<file path="src/rtl/quad_bcd_pkg.sv">
`default_nettype none
// ============================================================================
//  Module   : quad_bcd_pkg
//  Purpose  : Shared constants, quadrature phase encodings and the x4 step
//             decode function for the quadrature BCD counter.
//  Revision : 1.0  initial release
// ============================================================================
package quad_bcd_pkg;

   localparam int MODE_X1 = 0;
   localparam int MODE_X4 = 1;

   localparam int              BCD_W   = 4;
   localparam logic [BCD_W-1:0] BCD_MAX = 4'd9;

   // Phase states written as {A,B}; forward rotation is 00 -> 10 -> 11 -> 01.
   typedef enum logic [1:0] {
      PH_00 = 2'b00,
      PH_01 = 2'b01,
      PH_10 = 2'b10,
      PH_11 = 2'b11
   } phase_e;

   typedef enum logic [1:0] {
      DEC_NONE = 2'd0,
      DEC_UP   = 2'd1,
      DEC_DOWN = 2'd2,
      DEC_ERR  = 2'd3
   } dec_e;

   // Next phase state when turning in the "up" direction.
   function automatic logic [1:0] phase_succ(input logic [1:0] ph);
      case (ph)
         PH_00:   return PH_10;
         PH_10:   return PH_11;
         PH_11:   return PH_01;
         default: return PH_00;
      endcase
   endfunction

   // Classify a previous/current phase pair; a two-bit jump is illegal.
   function automatic dec_e decode_x4(input logic [1:0] prev, input logic [1:0] curr);
      if (prev == curr)                   return DEC_NONE;
      else if (curr == phase_succ(prev))  return DEC_UP;
      else if (prev == phase_succ(curr))  return DEC_DOWN;
      else                                return DEC_ERR;
   endfunction

endpackage
`default_nettype wire

</file>
<file path="src/rtl/quad_input_filter.sv">
`default_nettype none
// ============================================================================
//  Module   : quad_input_filter
//  Purpose  : Multi-flop synchroniser followed by a consecutive-cycle
//             debounce filter for one asynchronous encoder phase.
//  Revision : 1.0  initial release
// ============================================================================
module quad_input_filter #(
   parameter int SYNC_STAGES = 2,
   parameter int DEB_CYCLES  = 16
) (
   input  logic clk_i,
   input  logic rst_n_i,
   input  logic async_i,
   output logic filt_o
);

   logic [SYNC_STAGES-1:0] sync_q;
   logic                   sync_w;

   // Shift the raw pin through the synchroniser chain.
   always_ff @(posedge clk_i or negedge rst_n_i) begin
      if (!rst_n_i) sync_q <= '0;
      else          sync_q <= {sync_q[SYNC_STAGES-2:0], async_i};
   end

   assign sync_w = sync_q[SYNC_STAGES-1];

   generate
      if (DEB_CYCLES == 0) begin : g_bypass
         assign filt_o = sync_w;
      end else begin : g_deb
         localparam int            CW       = $clog2(DEB_CYCLES + 1);
         localparam logic [CW-1:0] CNT_LAST = CW'(DEB_CYCLES - 1);

         logic [CW-1:0] cnt_q, cnt_d;
         logic          filt_q, filt_d;

         // Count consecutive mismatching cycles; accept the new level on the last one.
         always_comb begin
            cnt_d  = '0;
            filt_d = filt_q;
            if (sync_w != filt_q) begin
               if (cnt_q == CNT_LAST) filt_d = sync_w;
               else                   cnt_d  = cnt_q + CW'(1);
            end
         end

         // Debounce state register.
         always_ff @(posedge clk_i or negedge rst_n_i) begin
            if (!rst_n_i) begin
               cnt_q  <= '0;
               filt_q <= 1'b0;
            end else begin
               cnt_q  <= cnt_d;
               filt_q <= filt_d;
            end
         end

         assign filt_o = filt_q;
      end
   endgenerate

endmodule
`default_nettype wire

</file>
<file path="src/rtl/quad_bcd_counter.sv">
`default_nettype none
// ============================================================================
//  Module   : quad_bcd_counter
//  Purpose  : Quadrature encoder decoder (x1 / x4) driving an N-digit BCD
//             up/down counter with wrap, load, clear, enable and error flag.
//  Revision : 1.0  initial release
// ============================================================================
module quad_bcd_counter
   import quad_bcd_pkg::*;
#(
   parameter int DIGITS      = 2,
   parameter int SYNC_STAGES = 2,
   parameter int DEB_CYCLES  = 16,
   parameter int MODE        = 0
) (
   input  logic                    clk_i,
   input  logic                    rst_n_i,
   input  logic                    sia_i,
   input  logic                    sib_i,
   input  logic                    sw_i,
   input  logic                    en_i,
   input  logic                    load_i,
   input  logic [BCD_W*DIGITS-1:0] load_val_i,
   output logic [BCD_W*DIGITS-1:0] count_o,
   output logic                    dir_o,
   output logic                    step_o,
   output logic                    wrap_o,
   output logic                    err_o
);

   localparam int CW = BCD_W * DIGITS;
   // Priming window spans the full input pipeline so a pin level present at
   // reset release is absorbed as the initial phase, never as a step.
   localparam int            PRIME_CYC  = SYNC_STAGES + DEB_CYCLES + 1;
   localparam int            PW         = $clog2(PRIME_CYC + 1);
   localparam logic [PW-1:0] PRIME_LAST = PW'(PRIME_CYC - 1);

   logic             filt_a_w, filt_b_w;
   logic [1:0]       ab_w, prev_ab_q;
   logic             primed_q, primed_d;
   logic [PW-1:0]    prime_cnt_q, prime_cnt_d;
   logic [SYNC_STAGES-1:0] sw_q;
   logic             sw_w;
   dec_e             dec_w;
   logic [CW-1:0]    nxt_w, load_clamp_w;
   logic             roll_w;
   logic [CW-1:0]    count_q, count_d;
   logic             dir_q, dir_d, step_q, step_d, wrap_q, wrap_d, err_q, err_d;

   quad_input_filter #(.SYNC_STAGES(SYNC_STAGES), .DEB_CYCLES(DEB_CYCLES)) u_filt_a (
      .clk_i   (clk_i),
      .rst_n_i (rst_n_i),
      .async_i (sia_i),
      .filt_o  (filt_a_w)
   );

   quad_input_filter #(.SYNC_STAGES(SYNC_STAGES), .DEB_CYCLES(DEB_CYCLES)) u_filt_b (
      .clk_i   (clk_i),
      .rst_n_i (rst_n_i),
      .async_i (sib_i),
      .filt_o  (filt_b_w)
   );

   assign ab_w = {filt_a_w, filt_b_w};
   assign sw_w = sw_q[SYNC_STAGES-1];

   // Clear button synchroniser (no debounce: a bounce just clears again).
   always_ff @(posedge clk_i or negedge rst_n_i) begin
      if (!rst_n_i) sw_q <= '0;
      else          sw_q <= {sw_q[SYNC_STAGES-2:0], sw_i};
   end

   // Priming: first phase update or end of settle window arms the decoder.
   always_comb begin
      primed_d    = primed_q;
      prime_cnt_d = prime_cnt_q;
      if (!primed_q) begin
         prime_cnt_d = prime_cnt_q + PW'(1);
         if ((ab_w != prev_ab_q) || (prime_cnt_q == PRIME_LAST)) primed_d = 1'b1;
      end
   end

   // Step decode from previous and current filtered phases.
   always_comb begin
      dec_w = DEC_NONE;
      if (primed_q) begin
         if (MODE == MODE_X4)                dec_w = decode_x4(prev_ab_q, ab_w);
         else if (!prev_ab_q[1] && ab_w[1])  dec_w = ab_w[0] ? DEC_DOWN : DEC_UP;
      end
   end

   // Single-cycle BCD increment/decrement with ripple carry or borrow.
   always_comb begin
      logic             carry;
      logic [BCD_W-1:0] dig;
      carry = 1'b1;
      nxt_w = count_q;
      dig   = '0;
      for (int i = 0; i < DIGITS; i++) begin
         dig = count_q[i*BCD_W +: BCD_W];
         if (carry) begin
            if (dec_w != DEC_DOWN) begin
               if (dig == BCD_MAX) dig = '0;
               else begin dig = dig + 4'd1; carry = 1'b0; end
            end else begin
               if (dig == '0) dig = BCD_MAX;
               else begin dig = dig - 4'd1; carry = 1'b0; end
            end
         end
         nxt_w[i*BCD_W +: BCD_W] = dig;
      end
      roll_w = carry;
   end

   // Clamp each preset digit into the decimal range.
   always_comb begin
      load_clamp_w = '0;
      for (int i = 0; i < DIGITS; i++) begin
         load_clamp_w[i*BCD_W +: BCD_W] = (load_val_i[i*BCD_W +: BCD_W] > BCD_MAX) ?
                                          BCD_MAX : load_val_i[i*BCD_W +: BCD_W];
      end
   end

   // Counter update: clear beats load beats an enabled step.
   always_comb begin
      count_d = count_q;
      dir_d   = dir_q;
      step_d  = 1'b0;
      wrap_d  = 1'b0;
      err_d   = err_q;
      if (dec_w == DEC_ERR) err_d = 1'b1;
      if (sw_w) begin
         count_d = '0;
         err_d   = 1'b0;
      end else if (load_i) begin
         count_d = load_clamp_w;
      end else if (en_i && ((dec_w == DEC_UP) || (dec_w == DEC_DOWN))) begin
         count_d = nxt_w;
         step_d  = 1'b1;
         wrap_d  = roll_w;
         dir_d   = (dec_w == DEC_DOWN);
      end
   end

   // State registers.
   always_ff @(posedge clk_i or negedge rst_n_i) begin
      if (!rst_n_i) begin
         prev_ab_q   <= 2'b00;
         primed_q    <= 1'b0;
         prime_cnt_q <= '0;
         count_q     <= '0;
         dir_q       <= 1'b0;
         step_q      <= 1'b0;
         wrap_q      <= 1'b0;
         err_q       <= 1'b0;
      end else begin
         prev_ab_q   <= ab_w;
         primed_q    <= primed_d;
         prime_cnt_q <= prime_cnt_d;
         count_q     <= count_d;
         dir_q       <= dir_d;
         step_q      <= step_d;
         wrap_q      <= wrap_d;
         err_q       <= err_d;
      end
   end

   assign count_o = count_q;
   assign dir_o   = dir_q;
   assign step_o  = step_q;
   assign wrap_o  = wrap_q;
   assign err_o   = err_q;

endmodule
`default_nettype wire

</file>
<file path="config.mk">
export PLATFORM = sky130hd
export DESIGN_NAME = quad_bcd_counter
export DESIGN_NICKNAME = d
export VERILOG_FILES = /design/src/rtl/quad_bcd_pkg.sv /design/src/rtl/quad_input_filter.sv /design/src/rtl/quad_bcd_counter.sv
export SDC_FILE = /design/constraint.sdc
export NUM_CORES = 1
export LEC_CHECK = 0
export CAP_MARGIN = 20
export CORE_ASPECT_RATIO = 0.5
export CORE_MARGIN = 2
export CORE_UTILIZATION = 25
export DETAILED_ROUTE_END_ITERATION = 8
export GPL_TIMING_DRIVEN = 0
export PLACE_DENSITY = 0.53
export SETUP_SLACK_MARGIN = 0.5
export SLEW_MARGIN = 20
export SYNTH_ARGS = -nofsm -noshare
export SYNTH_HDL_FRONTEND = slang
export SYNTH_SLANG_ARGS = --single-unit
</file>
<file path="constraint.sdc">
create_clock -name clk_i -period 1.9 [get_ports clk_i]
set_input_delay 0.57 -clock clk_i [delete_from_list [all_inputs] [get_ports clk_i]]
set_output_delay 0.57 -clock clk_i [all_outputs]
set_load 0.02 [all_outputs]
</file>
==> flow_metrics.tcl <==
set metrics [dict create \
    netlist_area_um2 2060 \
    cts-root-buf "clkbuf_16" \
    synth_edf_count 0 \
    final_cell_area_um2 2910 \
    postRouteAntennaNets 0 \
    synth_ff_type "dfrtp_1" \
    path_max_fanout 8 \
    grt_pass1_vias 1620 \
    power_density_nw_per_um2 747 \
    cp.arrival_ns 2.24 \
    met1_usage 0.113 \
    max-vdd-ir-drop_mv 0.363 \
    wire_per_inst_um 11.8 \
    required_ns 2.09 \
    fin_util 0.363 \
    drive_above_1_share 0.277 \
    tightest_slew_ns 0.498 \
    critPathCaptureType "register" \
    port_buffers 25 \
    start_kind "register" \
    tritoncts "yes" \
    outcome "finished with violations" \
    syn_area_per_cell_um2 10.1 \
    syn_inst 204 \
    busiest_layer "met2" \
    period_needed_ns 2.06 \
    grt.met3_usage 0.0215 \
    hold_viol 0 \
    final_cells 368 \
    rows 23 \
    use_met2 0.185 \
    htree_num_levels 2 \
    gp_congestion 0.752 \
    min_path_type "input pin to asynchronous set/reset pin" \
    cpPeakStageDelay_ns 0.41 \
    antenna_cells 0 \
    core_area_um2 8000 \
    ys_seq_area_frac 0.461 \
    p_leak_nw 1.28 \
    clock_latency_ns 0.28 \
    dr.pass1.iters 4 \
    antenna_found_initial 0 \
    synth-seq-cells 38 \
    drt_iter0_drc 90 \
    crit_type "register to register" \
    die_area_um2 9040 \
    clk_pin_slew_worst_paths_ns 0.06 \
    fin_nets 285 \
    routed_wl_um 4330 \
    drc 0 \
    io_pins 27 \
    fill_cells 829 \
    numCtsBuffers 5 \
    dpl-instance-area_um2 2500 \
    yosys_warnings 0 \
    maxSlewViolCount 0 \
    dp_cells 342 \
    skew_ns 0.00665 \
    fin_crit_sh 1.08 \
    fin_ws_ns -0.159 \
    fmax_ghz 0.486 \
    grt_pass1_wl_um 7190 \
    die_w_um 132 \
    tns_ns -1.08 \
    dpl.hpwl_um 3060 \
    setup_viol 10 \
    grt-ovfl-total 0 \
    async_flop_share 1.00 \
    syn_nets 234 \
    start_util 0.258 \
    violations "negative setup slack" \
    post_drt_via_cell_ratio 4.43 \
    power.total_mw 2.17 \
    track_usage 0.0988 \
    cap_violations 0 \
    die_h_um 68.2 \
    netlist.top_cell.by_area "dfrtp_1" \
    synth_top_area_share 0.461 \
    grt_max_degree 21 \
    rsz0062_at_grt "true" \
    relSlewSlack 0.668 \
    vias 1629 \
    cts.sinks 38 \
    cts_hold_buf 0 \
    cts_buffer_depth 2 \
    synthTopCellsByArea "dfrtp_1, ha_1, o21ai_0, nor2_1, nand3_1" \
    critPathSlowestCell "dfrtp_1" \
    ys_types 45 \
    ff2ff_path_depth 9 \
    area.growth.synth_to_final_pct 40.8 \
    path_cells "ha_4, and3_4, ha_2, buf_6, and4bb_1, a31oi_4, nor2_4, a21o_1, a221oi_2" \
]
==> state kept, by name, summed over array words and instances, names as in the netlist <==
signal,flops
step_o,1
primed_q,1
u_filt_a.sync_q,2
u_filt_a.filt_o,1
sw_q,2
wrap_o,1
prime_cnt_q,5
err_o,1
u_filt_b.sync_q,2
dir_o,1
u_filt_a.g_deb.cnt_q,5
prev_ab_q,2
u_filt_b.g_deb.cnt_q,5
count_o,8
u_filt_b.filt_o,1
==> power breakdown <==
group | total, mW | leakage (nW) | internal (mW) | switching [mW]
Combinational | 0.316 | 0.719 | 0.159 | 0.157
Clock | 0.908 | 0.0781 | 0.619 | 0.289
Sequential | 0.944 | 0.485 | 0.876 | 0.0682
==> cells in the mapped netlist, types with 4 or more instances <==
cell type,instances
nand2_1,9
o21ai_0,14
a21oi_1,11
nor2b_1,5
inv_1,14
ha_1,15
nand3_1,12
xor2_1,6
dfrtp_1,38
xnor2_1,6
nor2_1,18
and3_1,4
==> worst max-delay path: cells and delay by family (launching register included) <==
family	cells	cell delay, ns
AOI/OAI and AO/OA	3	0.61
buffers and inverters	1	0.13
DFF	1	0.41
adders and majority gates	2	0.36
and+or+nand+nor	3	0.46
==> metrics by stage <==
stage                     worst slack (ns)  hold WS (ns)
after floorplan                     -0.122         0.274
after global placement              -0.660         0.335
after detailed placement            -0.305         0.336
after CTS                           -0.171         0.268
after global routing                -0.288         0.285
final                               -0.159         0.254
==> final timing paths <==
path                                   to  slack [ns]             from
setup / recovery               count_o[6]       -0.16  u_filt_a.filt_o
hold / removal             prime_cnt_q[3]        0.25          rst_n_i
setup reg to reg               count_o[6]       -0.16  u_filt_a.filt_o
hold reg to reg                   sw_q[1]        0.34          sw_q[0]
max in group asynchronous      count_o[0]        1.18          rst_n_i
min in group clk_i                sw_q[1]        0.34          sw_q[0]
==> routing by layer <==
layer  vias to the layer above  share of wire
li1                        809              -
met1                       792           0.45
met2                        21           0.51
met3                         7          0.020
met4                         0          0.014
met5                         -              0
==> kinds of logic after synthesis <==
family,count (synthesis),share of synthesized area
compound gates,47,0.155
simple gates,67,0.174
fa+ha+maj,15,0.0910
buf+inv,21,0.0467
xor+xnor,12,0.0509
mux,4,0.0212
flops,38,0.461
==> timing repair <==
action / CTS / global route
pin swaps: 9 / 11
resized for setup: 65 / 16
setup endpoints to repair: 23 / 20
setup buffers: 14 / 4
==> area by class of cell <==
class,instances,area [µm²],area share
Timing Repair Buffer,44,413,0.142
Buffer,7,43.8,0.0151
Clock inverter,1,30.0,0.0103
Tap cell,112,140,0.0482
Inverter,14,52.6,0.0181
Multi-Input combinational cell,145,1140,0.392
Sequential cell,38,953,0.328
Clock buffer,7,133,0.0457
==> cell usage in the layout, fill, tap and decap left out, drive strengths merged, types with 3 or more instances in the layout <==
cell type | netlist | final
xor2 | 6 | 6
ha | 15 | 15
xnor2 | 6 | 6
clkdlybuf4s50 | 0 | 12
nor3 | 3 | 3
nor2b | 5 | 5
inv | 14 | 14
nand2b | 3 | 3
a21oi | 11 | 11
dfrtp | 38 | 38
a221oi | 3 | 3
and3 | 4 | 4
nand2 | 10 | 10
nor2 | 19 | 19
clkbuf | 2 | 9
nand3 | 12 | 12
mux2 | 3 | 3
buf | 5 | 34
o21ai | 16 | 16
and2 | 3 | 3
(Power assumes the default switching activity.)
